File: src/rtl/sram_port_arbiter.sv
// Arbiter sharing one single-port SRAM between instruction fetch and EX data.
// Optional SRAM_ARB_STATS_EN adds conflict and fetch-stall counters.
module sram_port_arbiter #(
    parameter int ADDR_W          = 32,
    parameter int MAX_DATA_STREAK = 4
) (
    input  logic              clk,
    input  logic              resetn,
    input  logic              inst_req,
    input  logic [ADDR_W-1:0] inst_addr,
    output logic              inst_addr_ok,
    output logic              inst_rdata_valid,
    output logic [31:0]       inst_rdata,
    input  logic              data_req,
    input  logic              data_wr,
    input  logic [3:0]        data_wstrb,
    input  logic [ADDR_W-1:0] data_addr,
    input  logic [31:0]       data_wdata,
    output logic              data_addr_ok,
    output logic              data_rdata_valid,
    output logic [31:0]       data_rdata,
    output logic              sram_en,
    output logic [3:0]        sram_we,
    output logic [ADDR_W-1:0] sram_addr,
    output logic [31:0]       sram_wdata,
    input  logic [31:0]       sram_rdata
`ifdef SRAM_ARB_STATS_EN
    ,
    output logic [31:0]       conflict_cnt,
    output logic [31:0]       inst_stall_cnt
`endif
);

    typedef enum logic [1:0] {
        OWN_NONE,
        OWN_INST,
        OWN_DATA
    } owner_t;

    localparam logic [3:0] MAX_S = 4'(MAX_DATA_STREAK);

    owner_t     owner;
    logic [3:0] streak;
    logic       gnt_inst;
    logic       gnt_data;

    // Grant decision: data wins unless fetch has waited MAX_S data grants
    always_comb begin
        gnt_data = 1'b0;
        gnt_inst = 1'b0;
        if (resetn) begin
            gnt_data = data_req && (!inst_req || (streak < MAX_S));
            gnt_inst = inst_req && !gnt_data;
        end
    end

    // Drive the SRAM and the accept strobes from the grant
    always_comb begin
        inst_addr_ok = gnt_inst;
        data_addr_ok = gnt_data;
        sram_en      = gnt_inst | gnt_data;
        sram_we      = 4'b0;
        sram_addr    = '0;
        sram_wdata   = 32'b0;
        if (gnt_data) begin
            sram_addr  = data_addr;
            sram_wdata = data_wdata;
            if (data_wr)
                sram_we = data_wstrb;
        end else if (gnt_inst) begin
            sram_addr = inst_addr;
        end
    end

    // Route SRAM read data to the owner of last cycle's read
    always_comb begin
        inst_rdata_valid = resetn && (owner == OWN_INST);
        data_rdata_valid = resetn && (owner == OWN_DATA);
        inst_rdata       = inst_rdata_valid ? sram_rdata : 32'b0;
        data_rdata       = data_rdata_valid ? sram_rdata : 32'b0;
    end

    // Track read owner and the data-over-fetch streak
    always_ff @(posedge clk) begin
        if (!resetn) begin
            owner  <= OWN_NONE;
            streak <= 4'd0;
        end else begin
            if (gnt_inst)
                owner <= OWN_INST;
            else if (gnt_data && !data_wr)
                owner <= OWN_DATA;
            else
                owner <= OWN_NONE;

            if (gnt_inst || !inst_req)
                streak <= 4'd0;
            else if (gnt_data && (streak < MAX_S))
                streak <= streak + 4'd1;
        end
    end

`ifdef SRAM_ARB_STATS_EN
    // Saturating counters of contention and fetch stall cycles
    always_ff @(posedge clk) begin
        if (!resetn) begin
            conflict_cnt   <= 32'd0;
            inst_stall_cnt <= 32'd0;
        end else begin
            if (inst_req && data_req && (conflict_cnt != 32'hFFFF_FFFF))
                conflict_cnt <= conflict_cnt + 32'd1;
            if (inst_req && !gnt_inst && (inst_stall_cnt != 32'hFFFF_FFFF))
                inst_stall_cnt <= inst_stall_cnt + 32'd1;
        end
    end
`endif

endmodule

File: config.mk
export PLATFORM = sky130hd
export DESIGN_NAME = sram_port_arbiter
export DESIGN_NICKNAME = d
export VERILOG_FILES = /design/src/rtl/sram_port_arbiter.sv
export SDC_FILE = /design/constraint.sdc
export NUM_CORES = 1
export LEC_CHECK = 0
export CAP_MARGIN = 20
export CORE_AREA = 2 2 107 109
export DETAILED_ROUTE_END_ITERATION = 6
export DIE_AREA = 0 0 109 111
export GPL_TIMING_DRIVEN = 0
export SLEW_MARGIN = 20
export SYNTH_ARGS = -nofsm -noshare
export SYNTH_HDL_FRONTEND = slang
export SYNTH_SLANG_ARGS = --single-unit
File: constraint.sdc
create_clock -name clk -period 3.65 [get_ports clk]
set_input_delay 0.5475 -clock clk [delete_from_list [all_inputs] [get_ports clk]]
set_output_delay 0.5475 -clock clk [all_outputs]
set_load 0.05 [all_outputs]
After elaboration in Yosys (flattened, before gate mapping)
Cells that the tools add are included.
Operators by class
  $add $sub $neg: 1
  multiply operators: 0
  divide/modulo/power cells: 0
  $lt $le $gt $ge: 1
  eq/ne operators: 2
  shift-type cells: 0
  muxes and demuxes: 11
  bitwise operators: 2
  reductions and logical operators: 13
Operator list (number)
  32-bit 2-to-1 mux: 5
  4-bit 2-to-1 mux: 2
  1-bit logical AND: 6
  4-bit by 1-bit adder with 4-bit output, second input constant: 1
  4-bit by 3-bit < comparator with 1-bit output, second input constant: 1
  2-bit OR reduction: 2
  1-bit zero test: 3
  1-bit 2-to-1 mux: 3
  2-bit by 1-bit == test with 1-bit output, second input constant: 1
  2-bit == test, second input constant: 1
  1-bit logical OR: 2
  2-bit 2-to-1 mux: 1
  1-bit inverter: 1
  1-bit bitwise OR: 1
Word-level totals
  register bits after elaboration: 6
  bits in latches: 0
  memory bits (writable): 0
  ROM bits: 0
  bits of input ports: 137
  output and inout port bits: 137
  word-level logic and storage cells: 33
  memories kept: 0

Logic depth before layout (Yosys ltp)
Gate-level depths: netlist of the first run.
  depth after elaboration: 8
  depth in mapped cells: 5
  mapped depth without buffers: 3

Worst setup path before layout of the first run
OpenSTA, ideal clock, no wires.
  kind: in2out
  start point: input port inst_req
  end point: output port sram_wdata[19]
  arrival time: 1.671 ns
  data required time: 3.102 ns
  path slack: 1.432 ns
  stages on the path: 5
  buffers on the path: 2
  path through: o21ai_1 > and3_1 > buf_6 > buf_2 > and2_1
On the way
  cells in the longest elaborated chain, start to end: 5
RTL lines
  from (decl): line 9  | input logic inst_req,
  1-bit zero test: line 52  | gnt_data = data_req && (!inst_req || (streak < MAX_S));
  1-bit logical OR: line 52
  1-bit logical AND: line 52
  1-bit 2-to-1 mux: line 51  | if (resetn) begin
  named net data_addr_ok: line 19  | output logic data_addr_ok,
  32-bit 2-to-1 mux: line 65  | if (gnt_data) begin
  to (decl): line 25  | output logic [31:0] sram_wdata,
The timed path passes the listed nets, and every way through them passes these cells.

Worst setup path after layout of the first run
  start point: input port resetn
  end point: output port inst_rdata[16]
On the way
  cells in the longest elaborated chain, start to end: 2
RTL lines
  from (decl): line 8  | input logic resetn,
  1-bit logical AND: line 77  | inst_rdata_valid = resetn && (owner == OWN_INST);
  32-bit 2-to-1 mux: line 79  | inst_rdata = inst_rdata_valid ? sram_rdata : 32'b0;
  to (decl): line 13  | output logic [31:0] inst_rdata,
Every way passes these cells.

==> results of run 1 <==
critical path: stages:
cell                              delay (ps)
sky130_fd_sc_hd__clkdlybuf4s50_1         570
sky130_fd_sc_hd__nand2_1                  70
sky130_fd_sc_hd__nor2_1                  310
sky130_fd_sc_hd__clkbuf_1                360
sky130_fd_sc_hd__and2_1                  190
sky130_fd_sc_hd__clkdlybuf4s50_1         800
report_power, final:
part           switching (W)  total (W)  internal (W)
sequential       0.000000849  0.0000688     0.0000680
clock              0.0000348   0.000175      0.000140
combinational       0.000270   0.000520      0.000251
total               0.000305   0.000764      0.000459
sequential cells by signal (all words and copies together) (netlist names):
signal and flops:
owner 2, streak 4
cell usage after synthesis:
| master | n |
|---|---|
| sky130_fd_sc_hd__buf_4 | 3 |
| sky130_fd_sc_hd__nor2b_1 | 2 |
| sky130_fd_sc_hd__buf_2 | 3 |
| sky130_fd_sc_hd__and2_1 | 98 |
| sky130_fd_sc_hd__and4_1 | 1 |
| sky130_fd_sc_hd__conb_1 | 1 |
| sky130_fd_sc_hd__a21oi_1 | 1 |
| sky130_fd_sc_hd__nand2_1 | 2 |
| sky130_fd_sc_hd__dfxtp_1 | 6 |
| sky130_fd_sc_hd__buf_6 | 5 |
| sky130_fd_sc_hd__o21ai_1 | 1 |
| sky130_fd_sc_hd__ha_1 | 1 |
| sky130_fd_sc_hd__a21oi_2 | 1 |
| sky130_fd_sc_hd__clkbuf_1 | 4 |
| sky130_fd_sc_hd__o21a_1 | 1 |
| sky130_fd_sc_hd__a22o_1 | 32 |
| sky130_fd_sc_hd__nor2_1 | 2 |
| sky130_fd_sc_hd__and3_1 | 5 |
| sky130_fd_sc_hd__and3b_1 | 1 |
| sky130_fd_sc_hd__clkbuf_2 | 2 |
cells by family (layout without fill, tap and decap cells):
group	Yosys count	in the layout	share of synthesized area (%)
AOI/OAI and AO/OA	36	36	24.5
adders and majority gates	1	1	1.00
DFF	6	6	9.60
and+or+nand+nor	111	111	55.1
buffers and inverters	17	293	9.50
other	1	1	0.300
per-stage QoR:
step	hold slack, ps	cells	utilization (%)
floorplan	398	172	-
CTS	422	591	38.3
detailed placement	418	588	37.6
global route	449	591	38.3
global placement	408	588	37.6
finish	431	591	38.3
final cells by class:
class	count	area (sq um)
sequential	6	120
clock buffer	3	75.1
fill	1157	6840
multi-input combinational	149	1010
buffer	17	119
tap	143	179
timing repair buffer	273	2730
worst paths after layout:
kind	end	slack [ps]	startpoint	cells past startpoint
setup / recovery	inst_rdata[16]	250	resetn	6
hold reg to reg	streak[0]$_SDFFE_PP0P_	430	streak[0]$_SDFFE_PP0P_	1
setup reg to reg	owner[1]$_SDFF_PP0_	2550	streak[3]$_SDFFE_PP0P_	5
hold / removal	streak[0]$_SDFFE_PP0P_	430	streak[0]$_SDFFE_PP0P_	1
metal layers:
| layer | vias to the layer above | share of wire, % |
|---|---|---|
| li1 | 1137 | - |
| met1 | 1053 | 38 |
| met2 | 125 | 50 |
| met3 | 8 | 11 |
| met4 | 0 | 1.0 |
| met5 | - | 0 |
layout by cell type, fill, tap and decap left out:
cell	instances
sky130_fd_sc_hd__clkbuf_16	3
sky130_fd_sc_hd__and4_1	1
sky130_fd_sc_hd__ha_1	1
sky130_fd_sc_hd__a22o_1	32
sky130_fd_sc_hd__and3_1	5
sky130_fd_sc_hd__buf_6	5
sky130_fd_sc_hd__and2_1	98
sky130_fd_sc_hd__a21oi_1	1
sky130_fd_sc_hd__nor2_1	2
sky130_fd_sc_hd__clkbuf_2	2
sky130_fd_sc_hd__and3b_1	1
sky130_fd_sc_hd__buf_2	3
sky130_fd_sc_hd__clkbuf_1	4
sky130_fd_sc_hd__a21oi_2	1
sky130_fd_sc_hd__dfxtp_1	6
sky130_fd_sc_hd__buf_4	3
sky130_fd_sc_hd__clkdlybuf4s50_1	273
sky130_fd_sc_hd__o21ai_1	1
sky130_fd_sc_hd__nor2b_1	2
sky130_fd_sc_hd__o21a_1	1
sky130_fd_sc_hd__conb_1	1
sky130_fd_sc_hd__nand2_1	2
==> impl_summary.md, run 1 <==
Synth
Of the post-synthesis cell area, the dominant cell type holds between 40 and 50%. The number of warnings reported in the yosys synthesis log is 0. The cell count after synthesis came out at around 170. A synthesized cell averages approximately 7.3 sq um.

By area the synthesized netlist is led by sky130_fd_sc_hd__and2_1, sky130_fd_sc_hd__a22o_1, sky130_fd_sc_hd__dfxtp_1. The post-synthesis instance area is ~1300 sq um. Of the synthesized area, sequential elements account for roughly a tenth. The distinct cell type count of the synthesized netlist is 20. The net count of the mapped netlist is 310. The register bit count reported by yosys is 6.

Summed over all instances, the cell type with the most area after synthesis is sky130_fd_sc_hd__and2_1.

Clock tree
TritonCTS created 3 clock buffers. The H-tree depth reported by CTS is 1. Clock tree synthesis selected as its root buffer the cell sky130_fd_sc_hd__clkbuf_16. Clock-pin slew was measured on the worst setup and hold paths at about 30 ps. In this run the deepest clock path goes through 2 buffers. TritonCTS built the clock tree.

The worst-skew pair later-pin latency is 230 ps. Once the clock tree was built, the resizer swapped 0 gates to a different size. The count of clock tree sinks is 6. Buffers inserted to repair hold after CTS numbered 0. The post-CTS setup buffer count is 0.

Drt
The detailed-router iteration count before antenna repair is 4. After detailed routing, the number of remaining DRC violations is 0. In the routed layout, each cell is associated on average with a via count of between 3 and 4. In this run the remaining antenna-violating nets after routing total 0.

The routed wire length per instance is approximately 14 um. The detailed router finished its first iteration with 67 violations. The final wirelength is just over 8000 um.

The detailed-route via count is 2323.

Timing
The final critical path takes up roughly 93% of the cycle. The worst slew slack as a fraction of its limit is a little over three fifths. Setup repair after global routing left no endpoint under its margin. The final worst clock skew is ~3.4 ps. The post-route minimum period is 3400 ps.

The number of hold violations in the final report is 0. The final worst slack is about 250 ps. The maximum operating frequency is slightly below 300 MHz. The final setup violation count is 0. The count of pins over their slew limit was 0. For the final routed database, the setup TNS stands at 0 ps. The transition time at the pin with the least slew margin is between 500 and 600 ps.

Pwr
For this design the static power due to leakage is ~1.6 nW. The worst-case IR drop observed on VDD is about 0.000094 V. The total power consumption of the routed design is approximately 0.00076 W. For this design the ratio of total power to cell area is 180 nW/um^2.

Run
The count of max-cap constraint violations is 0.

Worst setup path
STA puts the critical path data required time at approximately 3100 ps. The worst setup path is launched from a primary input. The critical path class is primary input to output pin. The kind of capture point of the worst setup path is an output pin.

Data arrives at the worst endpoint at roughly 2900 ps. In this run the worst path has a maximum fanout of 10.

Finish
The post-route cell area is 4240 sq um. The post-route netlist has roughly 3.8% of its cells at a drive strength greater than 1. The synthesis-to-layout area growth is 239%. The repair_antennas step left the layout with diodes totalling 0. The final layout net count is 588.

Global route
The number of global-route vias before repair is ~2300. The global routing usage on met2 is 22.6%. Summed over all layers, the global routing overflow is 0. The maximum number of pins on one net before global-route repair is 11. The initial antenna violation count was 0. The overall fraction of global-route tracks in use is between 10% and 20%.

The wire length of the first global-routing pass is 11900 um. The global routing stage identified its most utilized layer as met2. The met1 track demand over resource is 14.2%. Global routing consumed, on the met3 layer, under 10% of the routing resources.

Floorplanning
The boundary pin count is between 200 and 300. The vertical die dimension is 111 um. After floorplanning, the core was divided into 39 placement rows.

The die footprint is approximately 12000 sq um. The starting utilization of the core area is between 10% and 20%. The overall die width is 109 um. The floorplan step defined a core boundary enclosing between 10000 and 15000 sq um.

Placement
Buffers placed on the I/O ports in this run total around 270. The congestion estimate from routability-driven global placement came to between 0.9 and 1. The detailed placer's ending HPWL is between 7000 and 8000 um. Once placement finished, the instance area stood at 4160 sq um.

The worst setup timing slack at the placement stage is about 210 ps.

Min path
The tightest min-delay check is of the flip-flop to flip-flop type.

Outcome
The flow ran to the end, and the final reports show no timing, DRC or antenna violations.
Note: power is estimated with default switching activity, not from simulation.
==> run 2, diff against run 1 <==
- SLEW_MARGIN: 20 -> 10
==> results of run 2 <==
Same layout as run 1: the final DEF is identical, and so are final timing and power.
